===== src/rtl/cblock_cfg_loader.sv =====
// Bit-serial configuration loader for the connection-block tile array: receives
// address/payload/parity frames and drives a shared payload bus plus one-hot tile write strobes.
module cblock_cfg_loader #(
  parameter int N_TILES = 16,
  parameter int ADDR_W  = 4,
  parameter int BITS_W  = 18,
  parameter int WR_CYC  = 2
) (
  input  logic               clk,
  input  logic               rst_n,
  input  logic               en,
  input  logic               cfg_valid,
  input  logic               cfg_data,
  output logic               cfg_ready,
  output logic [BITS_W-1:0]  cfg_bits,
  output logic [N_TILES-1:0] wr_en,
  output logic               busy,
  output logic               frame_done,
  output logic               err,
  output logic [7:0]         ok_cnt,
  // 0 IDLE, 1 ADDR, 2 DATA, 3 PAR, 4 SETUP, 5 WRITE, 6 HOLD
  output logic [2:0]         dbg_state
);

  // Handshake: one serial bit moves on every rising clk edge where cfg_valid && cfg_ready.
  // cfg_ready is decoded from state only (ADDR/DATA/PAR) and never looks at cfg_valid;
  // the source may hold cfg_valid low for any number of cycles without losing bits.

  localparam int MAX_A = (ADDR_W > BITS_W) ? ADDR_W : BITS_W;
  localparam int MAX_N = (MAX_A > WR_CYC) ? MAX_A : WR_CYC;
  localparam int CNT_W = (MAX_N > 1) ? $clog2(MAX_N) : 1;

  localparam logic [CNT_W-1:0]   ADDR_LAST = CNT_W'(ADDR_W - 1);
  localparam logic [CNT_W-1:0]   DATA_LAST = CNT_W'(BITS_W - 1);
  localparam logic [CNT_W-1:0]   WR_LAST   = CNT_W'(WR_CYC - 1);
  localparam logic [ADDR_W:0]    TILE_LIM  = (ADDR_W + 1)'(N_TILES);
  localparam logic [N_TILES-1:0] TILE_ONE  = N_TILES'(1);

  typedef enum logic [2:0] {
    S_IDLE  = 3'd0,
    S_ADDR  = 3'd1,
    S_DATA  = 3'd2,
    S_PAR   = 3'd3,
    S_SETUP = 3'd4,
    S_WRITE = 3'd5,
    S_HOLD  = 3'd6
  } state_t;

  state_t              state;
  logic [CNT_W-1:0]    bit_cnt;
  logic [ADDR_W-1:0]   addr_sr;
  logic [BITS_W-1:0]   data_sr;
  logic                par_ok;
  logic                addr_ok;

  assign cfg_ready = (state == S_ADDR) || (state == S_DATA) || (state == S_PAR);
  assign dbg_state = state;

  // Even parity over address, payload and the incoming parity bit.
  assign par_ok  = ~^{addr_sr, data_sr, cfg_data};
  assign addr_ok = ({1'b0, addr_sr} < TILE_LIM);

  always_ff @(posedge clk or negedge rst_n) begin
    if (!rst_n) begin
      state      <= S_IDLE;
      bit_cnt    <= '0;
      addr_sr    <= '0;
      data_sr    <= '0;
      cfg_bits   <= '0;
      wr_en      <= '0;
      busy       <= 1'b0;
      frame_done <= 1'b0;
      err        <= 1'b0;
      ok_cnt     <= 8'd0;
    end else begin
      frame_done <= 1'b0;
      case (state)
        S_IDLE: begin
          if (en) begin
            state   <= S_ADDR;
            busy    <= 1'b1;
            err     <= 1'b0;
            bit_cnt <= '0;
            addr_sr <= '0;
            data_sr <= '0;
          end
        end
        S_ADDR: begin
          if (cfg_valid) begin
            addr_sr <= ADDR_W'({addr_sr, cfg_data});
            if (bit_cnt == ADDR_LAST) begin
              bit_cnt <= '0;
              state   <= S_DATA;
            end else begin
              bit_cnt <= bit_cnt + 1'b1;
            end
          end
        end
        S_DATA: begin
          if (cfg_valid) begin
            data_sr <= BITS_W'({data_sr, cfg_data});
            if (bit_cnt == DATA_LAST) begin
              bit_cnt <= '0;
              state   <= S_PAR;
            end else begin
              bit_cnt <= bit_cnt + 1'b1;
            end
          end
        end
        S_PAR: begin
          if (cfg_valid) begin
            bit_cnt <= '0;
            if (par_ok && addr_ok) begin
              // The only edge on which the shared bus changes.
              cfg_bits <= data_sr;
              state    <= S_SETUP;
            end else begin
              err   <= 1'b1;
              state <= S_ADDR;
            end
          end
        end
        S_SETUP: begin
          wr_en   <= TILE_ONE << addr_sr;
          bit_cnt <= '0;
          state   <= S_WRITE;
        end
        S_WRITE: begin
          if (bit_cnt == WR_LAST) begin
            wr_en      <= '0;
            bit_cnt    <= '0;
            frame_done <= 1'b1;
            if (ok_cnt != 8'hFF) ok_cnt <= ok_cnt + 8'd1;
            state      <= S_HOLD;
          end else begin
            bit_cnt <= bit_cnt + 1'b1;
          end
        end
        S_HOLD: begin
          bit_cnt <= '0;
          if (en) begin
            state <= S_ADDR;
          end else begin
            state <= S_IDLE;
            busy  <= 1'b0;
          end
        end
        default: begin
          state <= S_IDLE;
          wr_en <= '0;
          busy  <= 1'b0;
        end
      endcase
    end
  end

  a_wr_onehot: assert property (@(posedge clk) disable iff (!rst_n) $onehot0(wr_en));

endmodule


===== config.mk =====
export PLATFORM = sky130hd
export DESIGN_NAME = cblock_cfg_loader
export DESIGN_NICKNAME = d
export VERILOG_FILES = /design/src/rtl/cblock_cfg_loader.sv
export SDC_FILE = /design/constraint.sdc
export NUM_CORES = 1
export LEC_CHECK = 0
export ABC_AREA = 1
export BUFFER_PORTS_ARGS = -buffer_cell sky130_fd_sc_hd__buf_2
export CAP_MARGIN = 20
export CELL_PAD_IN_SITES_DETAIL_PLACEMENT = 1
export CELL_PAD_IN_SITES_GLOBAL_PLACEMENT = 1
export CORE_UTILIZATION = 44
export CTS_BUF_LIST = sky130_fd_sc_hd__clkbuf_8
export DETAILED_ROUTE_END_ITERATION = 8
export PLACE_DENSITY = 0.94
export SLEW_MARGIN = 20
export SYNTH_ARGS = -nofsm -noshare
export SYNTH_HDL_FRONTEND = slang
export SYNTH_SLANG_ARGS = --single-unit

===== constraint.sdc =====
create_clock -name clk -period 2.17 [get_ports clk]
set_clock_uncertainty 0.15 [all_clocks]
set_input_delay 0.3255 -clock clk [delete_from_list [all_inputs] [get_ports clk]]
set_output_delay 0.3255 -clock clk [all_outputs]
set_load 0.05 [all_outputs]

==> results of run 1 <==
[logic make-up (layout without fill, tap and decap cells)]
kind of cell	count (synthesis)	after routing	share of synthesized area
simple gates	215	215	0.2445
buf+inv	81	148	0.09427
flops	75	75	0.4962
compound gates	72	72	0.1221
xor+xnor	13	13	0.03010
fa+ha+maj	3	3	0.009925
mux	1	1	0.002977
[placed cells by master (no fill, tap or decap), drive strengths merged, types with 2 or more instances in the layout]
master and instances:
xnor2 6, o21ai 49, dfrtp 75, inv 70, clkbuf 10, clkinv 3
nor2 25, nand2 132, buf 60, xor2 7, nand3b 2, nor3 4
bufinv 2, nand3 50, o22ai 18, a21oi 3, ha 3
[worst reg2reg max path, cell delays in order (launching register included)]
cell and delay, ns:
sky130_fd_sc_hd__dfrtp_1 0.51, sky130_fd_sc_hd__nor3_2 0.35, sky130_fd_sc_hd__buf_6 0.25, sky130_fd_sc_hd__nand2_1 0.10, sky130_fd_sc_hd__nand2_2 0.07, sky130_fd_sc_hd__buf_6 0.24
sky130_fd_sc_hd__nand3_1 0.13, sky130_fd_sc_hd__o21ai_0 0.13
[worst min-delay path by stage]
stage | start | endpoint | slack, ns | cells after the start
after CTS | cfg_data | data_sr[0] | 0.14 | 3
after detailed placement | rst_n | ok_cnt[6] | 0.16 | 1
after global routing | cfg_data | addr_sr[0] | 0.17 | 3
final | cfg_data | data_sr[0] | 0.16 | 3
after floorplan | rst_n | addr_sr[0] | -0.12 | 0
after global placement | rst_n | ok_cnt[1] | 0.16 | 1
[final cells by class]
cell class / instances / area share
clock buffers: 9 / 0.02765
clock inverters: 7 / 0.02095
multi-input cells: 304 / 0.3534
repair buffers: 63 / 0.08939
inverters: 69 / 0.05894
well taps: 105 / 0.02933
flip-flops and latches: 75 / 0.4204
[timing repair]
item                                    4_1_cts  5_1_grt
gates resized for setup                       0       21
endpoints found under the setup margin        0       41
hold buffers                                  1        0
setup buffers                                 0        3
endpoints found under the hold margin        35        0
[through the flow]
| stage | total power (W) | hold slack, ns |
|---|---|---|
| floorplan | 0.003888 | -0.1201 |
| global placement | 0.004370 | 0.1586 |
| detailed placement | 0.004503 | 0.1633 |
| CTS | 0.005722 | 0.1385 |
| global route | 0.006161 | 0.1745 |
| finish | 0.005807 | 0.1647 |
[state kept, by name, summed over array words and instances, names as in the netlist]
signal and count:
addr_sr 4, ok_cnt 8, busy 1, data_sr 18, bit_cnt 5, frame_done 1, err 1, cfg_bits 18
wr_en 16, dbg_state 3
[metal layers]
layer / global-route usage / routed length, um / vias to the layer above
li1: - / - / 1595
met1: 0.2916 / 4239 / 1709
met2: 0.4053 / 5391 / 62
met3: 0.06119 / 420 / 17
met4: 0.08207 / 176 / 0
met5: 0 / 0 / -
[power by group through the flow]
stage | clock network (W) | registers, W | logic (W)
2_1_floorplan | 0 | 0.00262 | 0.00127
3_3_place_gp | 0 | 0.00192 | 0.00244
3_5_place_dp | 0 | 0.00194 | 0.00256
4_1_cts | 0.00121 | 0.00192 | 0.00259
5_1_grt | 0.00127 | 0.00196 | 0.00294
6_report | 0.00120 | 0.00192 | 0.00269
==> flow_summary.toml, run 1 <==
[floorplanning]
core_region_area_sq_um = 8258
num_io_pins = 54
die-height_um = 94.72
floorplan.die_area_sq_um = 8971
floorplan.die.width_um = 94.72
initial_cell_density_of_the_core = 0.4580
core.rowCount = 33

[power_and_ir_drop]
sw_frac_of_total = 0.4797
pwr_density_cell_nw_per_um2 = 1296
comb_power_share = 0.464
cellInternalPower_w = 0.003021
power.clock.fraction = 0.206
vdd_drop_max_mv = 0.6369
power.leakage_nw = 2.348
total_switching_power_w = 0.002786
power_frac_seq = 0.330

[worst_setup_path]
critical_path.max_fanout = 36
critical_path.top_delay_family = "simple AND/OR/NAND/NOR gates"
crit_chain = "nor3_2, buf_6, nand2_1, nand2_2, buf_6, nand3_1, o21ai_0"
critical_path.most_common_cell = "sky130_fd_sc_hd__buf_6"
critical_path.reg2reg.startpoint = "dbg_state[2]"
timing.reg2reg.worst_path_depth = 7
rr_endpoint = "data_sr[11]"
timing.critical_path.arrival_ns = 2.15
setup.worst_path.class = "flop to flop"
crit_path_end = "data_sr[11]"
worst_setup_path_end_kind = "flop"
worst_setup_path_start_kind = "flop"
worstPathRequired_ns = 2.27
slowest_delay_ns = 0.51
timing.critical_path.from = "dbg_state[2]"
timing.critical_path.buf_inv = 2
critical_path.slowest_cell = "sky130_fd_sc_hd__dfrtp_1"
r2r_setup_slack_ns = 0.13
path_depth = 7

[timing]
report.final.hold_viol_count = 0
finalCritPeriodShare = 0.9417
setup-violations-final = 0
achievable-frequency_mhz = 489.3
relSlewSlack = 0.6522
number_of_slew_limit_violations_in_the_final_report = 0
period_needed_ns = 2.044
unrepaired_setup_endpoints_after_global_routing = "yes"
timing_worst_slew_pin_value_ns = 0.5182
finalSetupTns_ns = 0
postLayoutSetupSlackWorst_ns = 0.1264

[synthesis]
postSynth.asyncResetShare = 1.000
ys_types = 31
postSynth.topFlopCell = "sky130_fd_sc_hd__dfrtp_1"
netlist.area_leader.share = 0.4962
synth-edff-count = 0
synthTopCellsByCount = "sky130_fd_sc_hd__nand2_1, sky130_fd_sc_hd__dfrtp_1, sky130_fd_sc_hd__inv_1, sky130_fd_sc_hd__nand3_1, sky130_fd_sc_hd__o21ai_0"
synth.most_common_cell = "sky130_fd_sc_hd__nand2_1"
postSynthAreaPerCell_sq_um = 8.223
ys_top_cells_by_area = "sky130_fd_sc_hd__dfrtp_1, sky130_fd_sc_hd__nand2_1, sky130_fd_sc_hd__nand3_1"
ys_seq_elements = 75
mappedNetlistNets = 468
synth_top_area_cell = "sky130_fd_sc_hd__dfrtp_1"
synth.cell_area_sq_um = 3782
netlist_instances = 460
synthesis.yosys.warnings = 0
synth_sequential_area_ratio = 0.4962

[global_route]
grt_antenna_before_repair = 0
grt_pass1_vias = 3416
grt_pass1_wl_mm = 16.50
grt_max_degree = 41
groute.usage.overall = 0.2379
grt_overflow_total = 0

[cts]
clkTransAtPathRegs_ns = 0.08
tritoncts = "built"
cts-root-buf = "sky130_fd_sc_hd__clkbuf_8"
htree_num_levels = 3
clock_latency_ns = 0.36
cts-buffers-inserted = 9
cts_sinks = 75
clk_path_buf_depth = 2

[detailed_routing]
vias_per_cell = 5.353
drc = 0
vias = 3383
detail_route.wl_per_cell_um = 16.19
drt_pass1_iterations = 4
route.antenna.remaining_nets = 0
routed_wl_mm = 10.23
drt_iter0_markers = 152

[final_layout]
final_nets = 530
num-fill-cells = 1025
seqCellArea_sq_um = 1883
antenna_cells = 0
synthToLayoutAreaGrowth_pct = 18.43
multi_input_area_sq_um = 1583
final_layout_size_suffix_gt1_frac = 0.2543
final_core_util = 0.5424
final_area_sq_um = 4479
final_cells = 632

[flow_run]
maxCapViolCount = 0

[placement]
dp_hpwl_mm = 6.817
port_buffers = 53
routabilityCongestion = 0.8612
post_place_instance_area_sq_um = 4151
post-place-cells = 611
place_ws_ns = 0.06579

[status]
status = "finished, final reports clean"

[hold_path]
hold_path.class = "primary input to flop"
No activity file was read; power rests on OpenSTA's default activity.
==> run 2, diff against run 1 <==
--- a/config.mk
+++ b/config.mk
@@ -8,9 +8,9 @@
 export ABC_AREA = 1
 export BUFFER_PORTS_ARGS = -buffer_cell sky130_fd_sc_hd__buf_2
 export CAP_MARGIN = 20
-export CELL_PAD_IN_SITES_DETAIL_PLACEMENT = 1
-export CELL_PAD_IN_SITES_GLOBAL_PLACEMENT = 1
-export CORE_UTILIZATION = 44
+export CELL_PAD_IN_SITES_DETAIL_PLACEMENT = 0
+export CELL_PAD_IN_SITES_GLOBAL_PLACEMENT = 2
+export CORE_UTILIZATION = 35
 export CTS_BUF_LIST = sky130_fd_sc_hd__clkbuf_8
 export DETAILED_ROUTE_END_ITERATION = 8
 export PLACE_DENSITY = 0.94
==> flow_summary.toml, run 2 (synthesis results as in run 1) <==
[status]
status = "finished, final reports clean"

[final_layout]
final_core_util = 0.4329
top_library_cells_by_usage_in_the_layout_fill_and_taps_aside = "sky130_fd_sc_hd__nand2_1, sky130_fd_sc_hd__dfrtp_1, sky130_fd_sc_hd__inv_1, sky130_fd_sc_hd__buf_2, sky130_fd_sc_hd__nand3_1"
antenna_cells = 0
biggestRegsByFlops = "cfg_bits: 18 flops, data_sr: 18 flops, wr_en: 16 flops"
synthToLayoutAreaGrowth_pct = 19.22
final_nets = 529
mostFrequentLayoutCell = "sky130_fd_sc_hd__nand2_1"
final_cells = 662
final_layout_size_suffix_gt1_frac = 0.2167

[detailed_routing]
vias_per_cell = 4.637
detail_route.wl_per_cell_um = 12.36
drt_iter0_markers = 87
drt_pass1_iterations = 5
vias = 3070
route.antenna.remaining_nets = 0
drc = 0
routed_wl_mm = 8.180

[timing]
timing_worst_slew_pin_value_ns = 0.5181
report.final.hold_viol_count = 0
finalCritPeriodShare = 0.9190
number_of_slew_limit_violations_in_the_final_report = 0
setup-violations-final = 0
unrepaired_setup_endpoints_after_global_routing = "no"
achievable-frequency_mhz = 501.5
relSlewSlack = 0.6523
period_needed_ns = 1.994
finalSetupTns_ns = 0
postLayoutSetupSlackWorst_ns = 0.1758

[placement]
routabilityCongestion = 0.8054
place_ws_ns = 0.1713
post-place-cells = 644
port_buffers = 53
dp_hpwl_mm = 5.475

[global_route]
grt_pass1_vias = 2964
grt_max_degree = 76
grt_antenna_before_repair = 0
groute.usage.overall = 0.1548
grt_overflow_total = 0
grt_pass1_wl_mm = 13.68

[flow_run]
maxCapViolCount = 0

[worst_setup_path]
worst_setup_path_start_kind = "flop"
timing.critical_path.arrival_ns = 2.09
worst_setup_path_end_kind = "flop"
worstPathRequired_ns = 2.27
setup.worst_path.class = "flop to flop"
critical_path.max_fanout = 19

[cts]
htree_num_levels = 3
cts_sinks = 75
cts.repair_timing.setup_buffer_count = 0
clk_path_buf_depth = 2
clkTransAtPathRegs_ns = 0.08
cts-root-buf = "sky130_fd_sc_hd__clkbuf_8"
clock_latency_ns = 0.36
cts_resizes = 0
cts-buffers-inserted = 9
tritoncts = "built"

[floorplanning]
num_io_pins = 54
floorplan.die_area_sq_um = 11230
initial_cell_density_of_the_core = 0.3631
die-height_um = 106.0
floorplan.die.width_um = 106.0
core.rowCount = 37
core_region_area_sq_um = 10420

[power_and_ir_drop]
power.leakage_nw = 2.358
pwr_density_cell_nw_per_um2 = 1301
vdd_drop_max_mv = 0.7628

[hold_path]
hold_path.class = "primary input to flop"
run 2: cell count changes in the layout (fill, tap and decap cells not counted), sizes merged:
cell	delta
bufinv	+2
clkinv	-2
clkinvlp	-1
dlymetal6s2s	-1
inv	+1
run 2: worst max-delay path, stage by stage (launching register included):
cell	delay [ns]
sky130_fd_sc_hd__dfrtp_1	0.56
sky130_fd_sc_hd__inv_4	0.10
sky130_fd_sc_hd__nand2_1	0.10
sky130_fd_sc_hd__nand2_1	0.05
sky130_fd_sc_hd__nand2_1	0.05
sky130_fd_sc_hd__nand2_1	0.06
sky130_fd_sc_hd__nand2_1	0.06
sky130_fd_sc_hd__nand2_1	0.06
sky130_fd_sc_hd__nand2_1	0.08
sky130_fd_sc_hd__nand3_1	0.11
sky130_fd_sc_hd__nand2_2	0.10
sky130_fd_sc_hd__nand3_4	0.09
sky130_fd_sc_hd__buf_12	0.17
sky130_fd_sc_hd__nand2_1	0.08
sky130_fd_sc_hd__o21ai_2	0.05
run 2: final cells by class:
cell class	count	area, sq um
fill	1048	5907
sequential	75	1877
clock inverter	7	132.6
timing repair buffer	62	392.9
clock buffer	9	123.9
tap	136	170.2
inverter	69	264.0
multi-input combinational	304	1549
run 2: layer usage:
layer  share of wire  track usage
met1            0.48       0.1948
met2            0.46       0.2516
met3           0.036      0.03311
met4           0.020      0.07738
met5               0            0
run 2: through the flow:
| step | hold slack (ns) | cell area, sq um | total power [W] |
|---|---|---|---|
| CTS | 0.1193 | 4484 | 0.005912 |
| global placement | 0.2277 | 4218 | 0.004474 |
| finish | 0.1428 | 4509 | 0.005867 |
| global route | 0.1485 | 4509 | 0.006258 |
| detailed placement | 0.2327 | 4218 | 0.004491 |
| floorplan | -0.1201 | 3782 | 0.003888 |
run 2: power breakdown:
part	internal, W	switching, W	total, W
logic	0.000703	0.00187	0.00257
clock network	0.000870	0.000524	0.00139
registers	0.00166	0.000235	0.00190
run 2: final timing paths:
path / start / endpoint / cells after the start / slack [ns]
hold reg to reg: cfg_bits[7] / cfg_bits[7] / 2 / 0.33
max in group asynchronous: rst_n / data_sr[13] / 3 / 1.18
setup / recovery: addr_sr[2] / cfg_bits[9] / 14 / 0.18
min in group asynchronous: rst_n / ok_cnt[6] / 3 / 0.37
setup reg to reg: addr_sr[2] / cfg_bits[9] / 14 / 0.18
hold / removal: cfg_data / data_sr[0] / 3 / 0.14
run 2: repair_timing:
action                     4_1_cts  5_1_grt
hold endpoints to repair        75        0
setup endpoints to repair        0        6
hold buffers                     1        0
==> run 3, diff against run 2 <==
--- a/config.mk
+++ b/config.mk
@@ -14,7 +14,6 @@
 export CTS_BUF_LIST = sky130_fd_sc_hd__clkbuf_8
 export DETAILED_ROUTE_END_ITERATION = 8
 export PLACE_DENSITY = 0.94
-export SLEW_MARGIN = 20
 export SYNTH_ARGS = -nofsm -noshare
 export SYNTH_HDL_FRONTEND = slang
 export SYNTH_SLANG_ARGS = --single-unit
==> constraint.sdc (replaced) <==
create_clock -name clk -period 2.2 [get_ports clk]
set_clock_uncertainty 0.15 [all_clocks]
set_input_delay 0.33 -clock clk [delete_from_list [all_inputs] [get_ports clk]]
set_output_delay 0.33 -clock clk [all_outputs]
set_load 0.05 [all_outputs]
==> flow_summary.toml, run 3 (synthesis results as in run 1) <==
[global_route]
grt_overflow_total = 0
groute.usage.overall = 0.1589
grt_max_degree = 53
grt_pass1_vias = 2973
grt_antenna_before_repair = 0
grt_pass1_wl_mm = 14.08

[power_and_ir_drop]
power_frac_seq = 0.342
sw_frac_of_total = 0.4645
pwr_density_cell_nw_per_um2 = 1241
comb_power_share = 0.448
power.clock.fraction = 0.210
cellInternalPower_w = 0.002954
vdd_drop_max_mv = 0.5889
power.total_w = 0.005516
total_switching_power_w = 0.002562
power.leakage_nw = 2.312

[timing]
timing_worst_slew_pin_value_ns = 0.6876
finalSetupTns_ns = 0
postLayoutSetupSlackWorst_ns = 0.2514
relSlewSlack = 0.5416
period_needed_ns = 1.949
timing.hold.ws_ns = 0.1626
unrepaired_setup_endpoints_after_global_routing = "no"
setup-violations-final = 0
achievable-frequency_mhz = 513.2
report.final.hold_viol_count = 0
finalCritPeriodShare = 0.8857
number_of_slew_limit_violations_in_the_final_report = 0

[cts]
tritoncts = "built"
cts-buffers-inserted = 9
clk_path_buf_depth = 2
cts_sinks = 75
clock_latency_ns = 0.34
htree_num_levels = 3
cts-root-buf = "sky130_fd_sc_hd__clkbuf_8"
clkTransAtPathRegs_ns = 0.07

[worst_setup_path]
timing.critical_path.arrival_ns = 2.03
critical_path.max_fanout = 19
critical_path.slowest_cell = "sky130_fd_sc_hd__dfrtp_1"
worst_setup_path_end_kind = "flop"
setup.worst_path.class = "flop to flop"
crit_chain = "inv_1, nand2_1, nand2_1, nand2_1, nand2_1, inv_2, nand2_1, nand2_1, nand2_1, nand3_1, nand2_2, nand3_4, buf_12, nand2_1, o21ai_2"
critical_path.most_common_cell = "sky130_fd_sc_hd__nand2_1"
slowest_delay_ns = 0.45
r2r_setup_slack_ns = 0.25
worstPathRequired_ns = 2.28
worst_setup_path_start_kind = "flop"

[floorplanning]
floorplan.die.width_um = 106.0
floorplan.die_area_sq_um = 11230
die-height_um = 106.0
initial_cell_density_of_the_core = 0.3631
core.rowCount = 37
num_io_pins = 54
core_region_area_sq_um = 10420

[final_layout]
top_library_cells_by_usage_in_the_layout_fill_and_taps_aside = "sky130_fd_sc_hd__nand2_1, sky130_fd_sc_hd__dfrtp_1, sky130_fd_sc_hd__inv_1, sky130_fd_sc_hd__buf_2, sky130_fd_sc_hd__nand3_1"
biggestRegsByFlops = "cfg_bits: 18 flops, data_sr: 18 flops, wr_en: 16 flops"
multi_input_area_sq_um = 1549
final_nets = 527
antenna_cells = 0
final_area_sq_um = 4444
seqCellArea_sq_um = 1881
synthToLayoutAreaGrowth_pct = 17.50
final_layout_size_suffix_gt1_frac = 0.2218
num-fill-cells = 1072
mostFrequentLayoutCell = "sky130_fd_sc_hd__nand2_1"

[placement]
routabilityCongestion = 0.8066
dp_hpwl_mm = 5.696
port_buffers = 53
place_ws_ns = 0.1747
post_place_instance_area_sq_um = 4190

[detailed_routing]
drt_iter0_markers = 88
detailed_route_wire_length_on_metal_1_mm = 3.779
top_layer_used = "met4"
vias = 3080
routed_wl_mm = 8.155
drt_pass1_iterations = 5
drc = 0
dr_wl_met2_mm = 3.836
met3WireLength_um = 421
detail_route.wl_per_cell_um = 12.37
vias_per_cell = 4.674
route.antenna.remaining_nets = 0

[hold_path]
hold_path.class = "primary input to flop"

[status]
status = "finished, final reports clean"

[flow_run]
maxCapViolCount = 0
## run 3: worst paths after layout
check	from	depth (start not counted)	end
worst min register to register	err	2	err
max in group asynchronous	rst_n	3	data_sr[3]
worst max-delay path	data_sr[15]	15	cfg_bits[12]
worst min-delay path	en	3	busy
min in group asynchronous	rst_n	2	ok_cnt[6]
worst max register to register	data_sr[15]	15	cfg_bits[12]
## run 3: critical path, delay by kind of cell, from the launching register on
kind | cells | cell delay (ns)
and+or+nand+nor | 11 | 0.80
DFF | 1 | 0.45
buffers and inverters | 3 | 0.37
AOI/OAI and AO/OA | 1 | 0.05
## run 3: routing by layer
metal  vias to the layer above  track usage
li1                       1584            -
met1                      1423       0.2112
met2                        62       0.2498
met3                        11      0.04414
met4                         0      0.05258
met5                         -            0
## run 3: layout make-up
type	count	share of cell area
clock buffer	10	0.03097
clock inverter	5	0.01745
inverter	69	0.05940
multi-input combinational	304	0.3485
sequential	75	0.4231
tap	136	0.03829
timing repair buffer	60	0.08221
## run 3: per-stage QoR
step                utilization  instances
global placement         0.4023        642
detailed placement       0.4023        642
finish                   0.4267        659
floorplan                     -        460
global route             0.4267        659
CTS                      0.4239        658
## run 3: timing repair
item,4_1_cts,5_1_grt
buffers inserted,0,0
endpoints found under the setup margin,0,19
hold endpoints to repair,51,0
hold buffers,1,0
gates resized for setup,0,3
## run 3: power groups by stage
stage / combinational (W) / clock (W) / sequential [W]
5_1_grt: 0.00273 / 0.00125 / 0.00194
3_5_place_dp: 0.00247 / 0 / 0.00191
2_1_floorplan: 0.00125 / 0 / 0.00259
4_1_cts: 0.00248 / 0.00120 / 0.00189
6_report: 0.00247 / 0.00116 / 0.00189
3_3_place_gp: 0.00244 / 0 / 0.00191
